$ cat config.mk
export PLATFORM = sky130hd
export DESIGN_NAME = dmem_req_ctrl
export DESIGN_NICKNAME = d
export VERILOG_FILES = /design/src/rtl/dmem_req_ctrl.sv
export SDC_FILE = /design/constraint.sdc
export NUM_CORES = 1
export LEC_CHECK = 0
export CAP_MARGIN = 20
export CORE_AREA = 2 2 155 157
export DETAILED_ROUTE_END_ITERATION = 16
export DIE_AREA = 0 0 157 159
export PLACE_DENSITY = 0.75
export SETUP_SLACK_MARGIN = 0.15
export SLEW_MARGIN = 20
export SYNTH_ARGS = -nofsm -noshare
export SYNTH_HDL_FRONTEND = slang
export SYNTH_SLANG_ARGS = --single-unit
$ cat constraint.sdc
create_clock -name clk -period 1.5 [get_ports clk]
set_input_delay 0.225 -clock clk [delete_from_list [all_inputs] [get_ports clk]]
set_output_delay 0.225 -clock clk [all_outputs]
set_load 0.05 [all_outputs]
$ cat src/rtl/dmem_req_ctrl.sv
// Pipeline-to-data-memory request controller: IDLE/ISSUE/WAIT/RESP handshake bridge.
// Optional alignment trap enabled by defining DMEM_MISALIGN_TRAP_EN.
module dmem_req_ctrl #(
  parameter int unsigned XLEN = 64
) (
  input  logic            clk,
  input  logic            rst_n,
  input  logic            req_valid,
  output logic            req_ready,
  input  logic            req_we,
  input  logic            req_re,
  input  logic [XLEN-1:0] req_addr,
  input  logic [XLEN-1:0] req_wdata,
  input  logic [2:0]      req_func3,
  output logic            resp_valid,
  input  logic            resp_ready,
  output logic [XLEN-1:0] resp_rdata,
  output logic            resp_err,
  output logic            mem_we,
  output logic            mem_re,
  output logic [XLEN-1:0] mem_addr,
  output logic [XLEN-1:0] mem_wdata,
  output logic [2:0]      mem_func3,
  input  logic [XLEN-1:0] mem_rdata
);

  typedef enum logic [1:0] {
    S_IDLE,
    S_ISSUE,
    S_WAIT,
    S_RESP
  } state_t;

  state_t          r_state;
  state_t          w_state_nxt;

  logic            r_we;
  logic            r_re;
  logic [XLEN-1:0] r_addr;
  logic [XLEN-1:0] r_wdata;
  logic [2:0]      r_func3;
  logic [XLEN-1:0] r_rdata;
  logic            r_err;

  logic            w_accept;
  logic            w_access;
  logic            w_trap;

  assign w_access = req_we | req_re;

`ifdef DMEM_MISALIGN_TRAP_EN
  logic w_misaligned;

  always_comb begin
    case (req_func3[1:0])
      2'b00:   w_misaligned = 1'b0;
      2'b01:   w_misaligned = req_addr[0];
      2'b10:   w_misaligned = |req_addr[1:0];
      default: w_misaligned = |req_addr[2:0];
    endcase
  end

  // Only real accesses can trap; a no-op never reports an error.
  assign w_trap = w_access & w_misaligned;
`else
  assign w_trap = 1'b0;
`endif

  always_ff @(posedge clk) begin
    if (!rst_n) begin
      r_state <= S_IDLE;
    end else begin
      r_state <= w_state_nxt;
    end
  end

  always_comb begin
    w_state_nxt = r_state;
    w_accept    = 1'b0;
    req_ready   = 1'b0;
    resp_valid  = 1'b0;
    mem_we      = 1'b0;
    mem_re      = 1'b0;
    case (r_state)
      S_IDLE: begin
        req_ready = 1'b1;
        if (req_valid) begin
          w_accept = 1'b1;
          if (w_access && !w_trap) begin
            w_state_nxt = S_ISSUE;
          end else begin
            w_state_nxt = S_RESP;
          end
        end
      end
      S_ISSUE: begin
        mem_we      = r_we;
        mem_re      = r_re;
        w_state_nxt = r_re ? S_WAIT : S_RESP;
      end
      S_WAIT: begin
        mem_re      = 1'b1;
        w_state_nxt = S_RESP;
      end
      S_RESP: begin
        resp_valid = 1'b1;
        if (resp_ready) begin
          w_state_nxt = S_IDLE;
        end
      end
      default: w_state_nxt = S_IDLE;
    endcase
  end

  // Store wins when both we and re are set, so r_re is cleared for that case.
  always_ff @(posedge clk) begin
    if (!rst_n) begin
      r_we    <= 1'b0;
      r_re    <= 1'b0;
      r_addr  <= '0;
      r_wdata <= '0;
      r_func3 <= '0;
      r_rdata <= '0;
      r_err   <= 1'b0;
    end else if (w_accept) begin
      r_we    <= req_we & ~w_trap;
      r_re    <= req_re & ~req_we & ~w_trap;
      r_addr  <= req_addr;
      r_wdata <= req_wdata;
      r_func3 <= req_func3;
      r_rdata <= '0;
      r_err   <= w_trap;
    end else if (r_state == S_WAIT) begin
      r_rdata <= mem_rdata;
    end
  end

  assign mem_addr   = r_addr;
  assign mem_wdata  = r_wdata;
  assign mem_func3  = r_func3;
  assign resp_rdata = r_rdata;
  assign resp_err   = r_err;

endmodule

Word level (Yosys, flattened, before mapping). Cells that the tools add are included.

Register bits after elaboration: 199. Logic and storage cells: 30. Output and inout bits: 200. Input port bits: 201.

Equality and inequality tests: 5. Bitwise gates (word level): 4. Reduce and logical (&&, ||, !) cells: 3. Mux-type cells: 11.

Operators with widths (number): $pmux W2 S4 (1); $mux W1 (6); $mux W2 (3); $eq A2 B2 Y1 const B (2); $ne A2 B2 Y1 const B (2); $eq A2 B1 Y1 const B (1); $logic_not A2 Y1 (1); $not A1 Y1 (2); $pmux W1 S2 (1); $reduce_and A2 Y1 (1); $reduce_or A2 Y1 (1); $and A1 B1 Y1 (1); $or A1 B1 Y1 (1).

Longest topological paths before layout. Gate-level depths: netlist of the first run.

Depth in word-level cells: 4. Mapped depth: 8. Mapped depth without buffers: 5.

Worst setup path before layout of the first run. Ideal clock, no wire load.

Path type: register to register. Start: register r_state[0]. End: register r_addr[26] (netlist: mem_addr[26]). Clock period less this slack: 1.794 ns. Setup time: 0.143 ns. Data required time: 1.357 ns. Slack: -0.294 ns. Cell stages (with the launch flop): 8. Path buffers: 2. Arrival: 1.651 ns. Cell sequence: dfxtp_1 inv_1 ha_1 nand2_2 buf_2 buf_2 nand2_1 a21oi_2.

Cells in the longest elaborated chain, start to end: 2.

Ends and longest elaborated chain: from (decl) (RTL line 34) `state_t r_state;`; from (signal assigned) (RTL line 73) `r_state <= w_state_nxt;`; $logic_not A2 Y1 (RTL line 84) `case (r_state)`; $mux W1 (RTL line 84); to (signal assigned) (RTL line 128) `r_addr <= req_addr;`; to (decl) (RTL line 39) `logic [XLEN-1:0] r_addr;`.

No other way between the ends. A chain may end at the register's enable or synchronous reset.

Worst setup path in the final report of the first run.
Start: register r_state[0]. End: register r_wdata[25] (netlist: mem_wdata[25]).

Cells in the longest elaborated chain, start to end: 2.

Ends and longest elaborated chain: $logic_not A2 Y1 (RTL line 84); $mux W1 (RTL line 84); to (signal assigned) (RTL line 129) `r_wdata <= req_wdata;`; to (decl) (RTL line 40) `logic [XLEN-1:0] r_wdata;`.

No other way between the ends.

==> summary.txt, run 1 <==
Most frequent cells in the layout - buf_4, clkdlybuf4s50_1, dfxtp_1, nand2_4, a21oi_2
Router iterations before antenna repair - 4
Top_reg_cell synth - dfxtp_1
Family with the most delay on the worst path - buffers and inverters
Die Area - 0.02496 mm²
DR iter-0 viols - 269
Ys async rst share - 0%
Leak - 0.006610 µW
Number of enable flip-flop cells after synthesis - 0
Sequential share of the synthesized area - 56.15%
Clock skew - 0.01010 ns
GPL Wtd Cong - 0.7806
Worst-path clk slew - 0.08 ns
First-pass GRT wire length - 45100 µm
Hold crit path type - in2reg
DP Area - 0.01127 mm²
Final-layout fill cell count - 1552
Syn Nets - 1013
PortBufs - 399
WS Path Type - reg2reg
Ant. Diodes - 0
Power Total - 27640 µW
Root buf cell - clkbuf_16
Dpl cells - 1502
Routed vias - 7714
CP Data Required Time - 1.85 ns
Die W - 157 µm
Fin Hold WS - 0.3678 ns
Crit. End Element - flip-flop
Post-Layout Cell Count - 1620
Die Ht - 159 µm
Fin worst setup slack - -0.2335 ns
PwrDens - 1747 mW/mm²
Htree depth - 4
NumNets Final - 1493
Total of max-cap violations - 0
Final WL - 32790 µm
Hold Fails Final Rpt - 0
Share of layout cells above drive strength 1 - 56.57%
Yosys reg bits - 199
# clock sinks - 199
R2R cell count - 10
Commonest non-fill, non-tap cell in the layout - buf_4
Syn Area/Cell - 8.782 µm²
Cts hold-fix bufs - 0
Netlist cell types - 26
Crit path depth - 10
Layout area overhead - 123.0%
Violated checks - negative setup slack
Slowest CP cell - dfxtp_4
CTS buffer count - 17
Largest net degree at the start of global routing - 24
Core area - 0.02319 mm²
Ys Warns - 0
Via density - 4.762
Most used cell, CP - buf_12
VDD IR max - 0.8225 mV
I/O pin count - 401
Max Freq - 576.9 MHz
Initial Util - 30.59%
Gate Count Post-Synth - 808
Final worst path period share - 115.6%
Netlist Area Pre-Place - 0.007096 mm²
Grt ovf - 0
Number of global-route vias before repair - 7853
Pins Over Slew Limit - 0
Worst-path cell chain - inv_4 -> ha_4 -> buf_6 -> and2_4 -> buf_12 -> buf_8 -> buf_12 -> buf_16 -> nand2_4 -> a21oi_2
ANT nets after route - 0
DP Wirelength - 17550 µm
CTS tree - done
DR WL/cell - 20.24 µm
Outcome - finished with violations
Total track usage - 23.60%
Crit path time final - 1.733 ns
Design area - 0.01582 mm²
Max Buffers Root-to-Sink - 2
Critical Path Max Stage Delay - 0.37 ns
Maximum fanout along the worst path - 5
Hold Crit Depth - 3
RSZ-0062 raised after global routing - yes
Worst setup SP type - flip-flop
# rows - 56
Pre-CTS worst setup slack - -0.1010 ns
Clk Latency, worst-skew pair - 0.43 ns
Buf/Inv on CP - 6
Final setup violation count - 158
Initial antenna violation count - 0
Crit path DAT - 2.09 ns
Residual DRC - 0
-- cell families after synthesis --
family	Yosys count	share of synthesized area, %
buf+inv	61	4.725
other cells	1	0.05285
compound gates	141	11.16
flops	199	56.15
mux	64	9.028
fa+ha+maj	4	0.7054
simple gates	338	18.18
-- report_power, final --
group / total [µW] / internal (µW) / switching, µW / leakage, µW
clock network: 4630 / 2270 / 2360 / 0.000281
logic: 16200 / 7390 / 8830 / 0.00470
registers: 6790 / 6170 / 613 / 0.00163
total: 27600 / 15800 / 11800 / 0.00661
-- flip-flops by register name, indices dropped and copies added, names as in the netlist --
register,cells
resp_rdata,64
r_we,1
mem_wdata,64
mem_addr,64
mem_func3,3
r_state,2
r_re,1
-- metal layers --
metal | track usage [%] | vias to the layer above | part of all wire (%)
met5 | 0 | - | 0
met4 | 9.258 | 0 | 3.7
met3 | 6.124 | 71 | 5.7
met2 | 43.72 | 280 | 54
met1 | 25.23 | 3768 | 36
li1 | - | 3595 | -
-- cell usage after synthesis, types with 2 or more instances --
| cell | number | area share, % |
|---|---|---|
| nand2_1 | 266 | 14 |
| dfxtp_1 | 199 | 56 |
| a21oi_1 | 115 | 8.1 |
| mux2i_1 | 64 | 9.0 |
| nor2_1 | 64 | 3.4 |
| buf_2 | 28 | 2.0 |
| a21oi_2 | 20 | 2.5 |
| clkbuf_1 | 15 | 0.79 |
| buf_6 | 7 | 1.1 |
| buf_1 | 4 | 0.21 |
| ha_1 | 4 | 0.71 |
| inv_1 | 3 | 0.16 |
| a311oi_1 | 2 | 0.25 |
| and2_1 | 2 | 0.18 |
| buf_4 | 2 | 0.21 |
| nand2b_1 | 2 | 0.18 |
| o21ai_0 | 2 | 0.14 |
-- worst reg2reg max path: stages, from the launching register on --
cell and delay [ns]:
dfxtp_4 0.37, inv_4 0.08, ha_4 0.14, buf_6 0.12
and2_4 0.20, buf_12 0.13, buf_8 0.14, buf_12 0.11
buf_16 0.14, nand2_4 0.07, a21oi_2 0.17
-- timing repair --
action                                  in CTS  in global routing
pin swaps                                  129                 91
resized for setup                          333                299
cloned                                      34                  4
endpoints found under the setup margin     157                203
setup buffers                               43                  5
-- final cells by class --
class	count	area, µm²	area share [%]
timing repair buffer	517	5901	37.29
sequential	199	3991	25.22
multi-input combinational	549	4931	31.16
inverter	4	22.52	0.1423
tap	319	399.1	2.522
clock inverter	13	136.4	0.8619
clock buffer	19	442.9	2.799
-- metrics by stage --
stage / setup TNS, ns / utilization [%]
finish: -13.85 / 68.23
global route: -21.37 / 68.23
CTS: -9.171 / 62.27
detailed placement: -5.415 / 48.58
global placement: -1.142 / 48.58
floorplan: 0 / -
-- worst paths after layout --
path,from,end,slack (ns)
setup / recovery,r_state[0],mem_wdata[25],-0.23
hold / removal,req_addr[34],mem_addr[34],0.37
setup reg to reg,r_state[0],mem_wdata[25],-0.23
hold reg to reg,mem_wdata[62],mem_wdata[62],0.46
Power figures use the tool's default switching activity.
==> run 2: changes to the inputs <==
--- a/config.mk
+++ b/config.mk
@@ -11,7 +11,6 @@
 export DIE_AREA = 0 0 157 159
 export PLACE_DENSITY = 0.75
 export SETUP_SLACK_MARGIN = 0.15
-export SLEW_MARGIN = 20
 export SYNTH_ARGS = -nofsm -noshare
 export SYNTH_HDL_FRONTEND = slang
 export SYNTH_SLANG_ARGS = --single-unit
==> results of run 2 <==
Same layout as run 1: the final DEF is identical, and so are final timing and power.
==> run 3: changes to the inputs <==
--- a/config.mk
+++ b/config.mk
@@ -5,12 +5,12 @@
 export SDC_FILE = /design/constraint.sdc
 export NUM_CORES = 1
 export LEC_CHECK = 0
-export CAP_MARGIN = 20
 export CORE_AREA = 2 2 155 157
 export DETAILED_ROUTE_END_ITERATION = 16
 export DIE_AREA = 0 0 157 159
 export PLACE_DENSITY = 0.75
 export SETUP_SLACK_MARGIN = 0.15
+export SLEW_MARGIN = 40
 export SYNTH_ARGS = -nofsm -noshare
 export SYNTH_HDL_FRONTEND = slang
 export SYNTH_SLANG_ARGS = --single-unit
==> results of run 3 <==
Same layout as run 1: the final DEF is identical, and so are final timing and power.
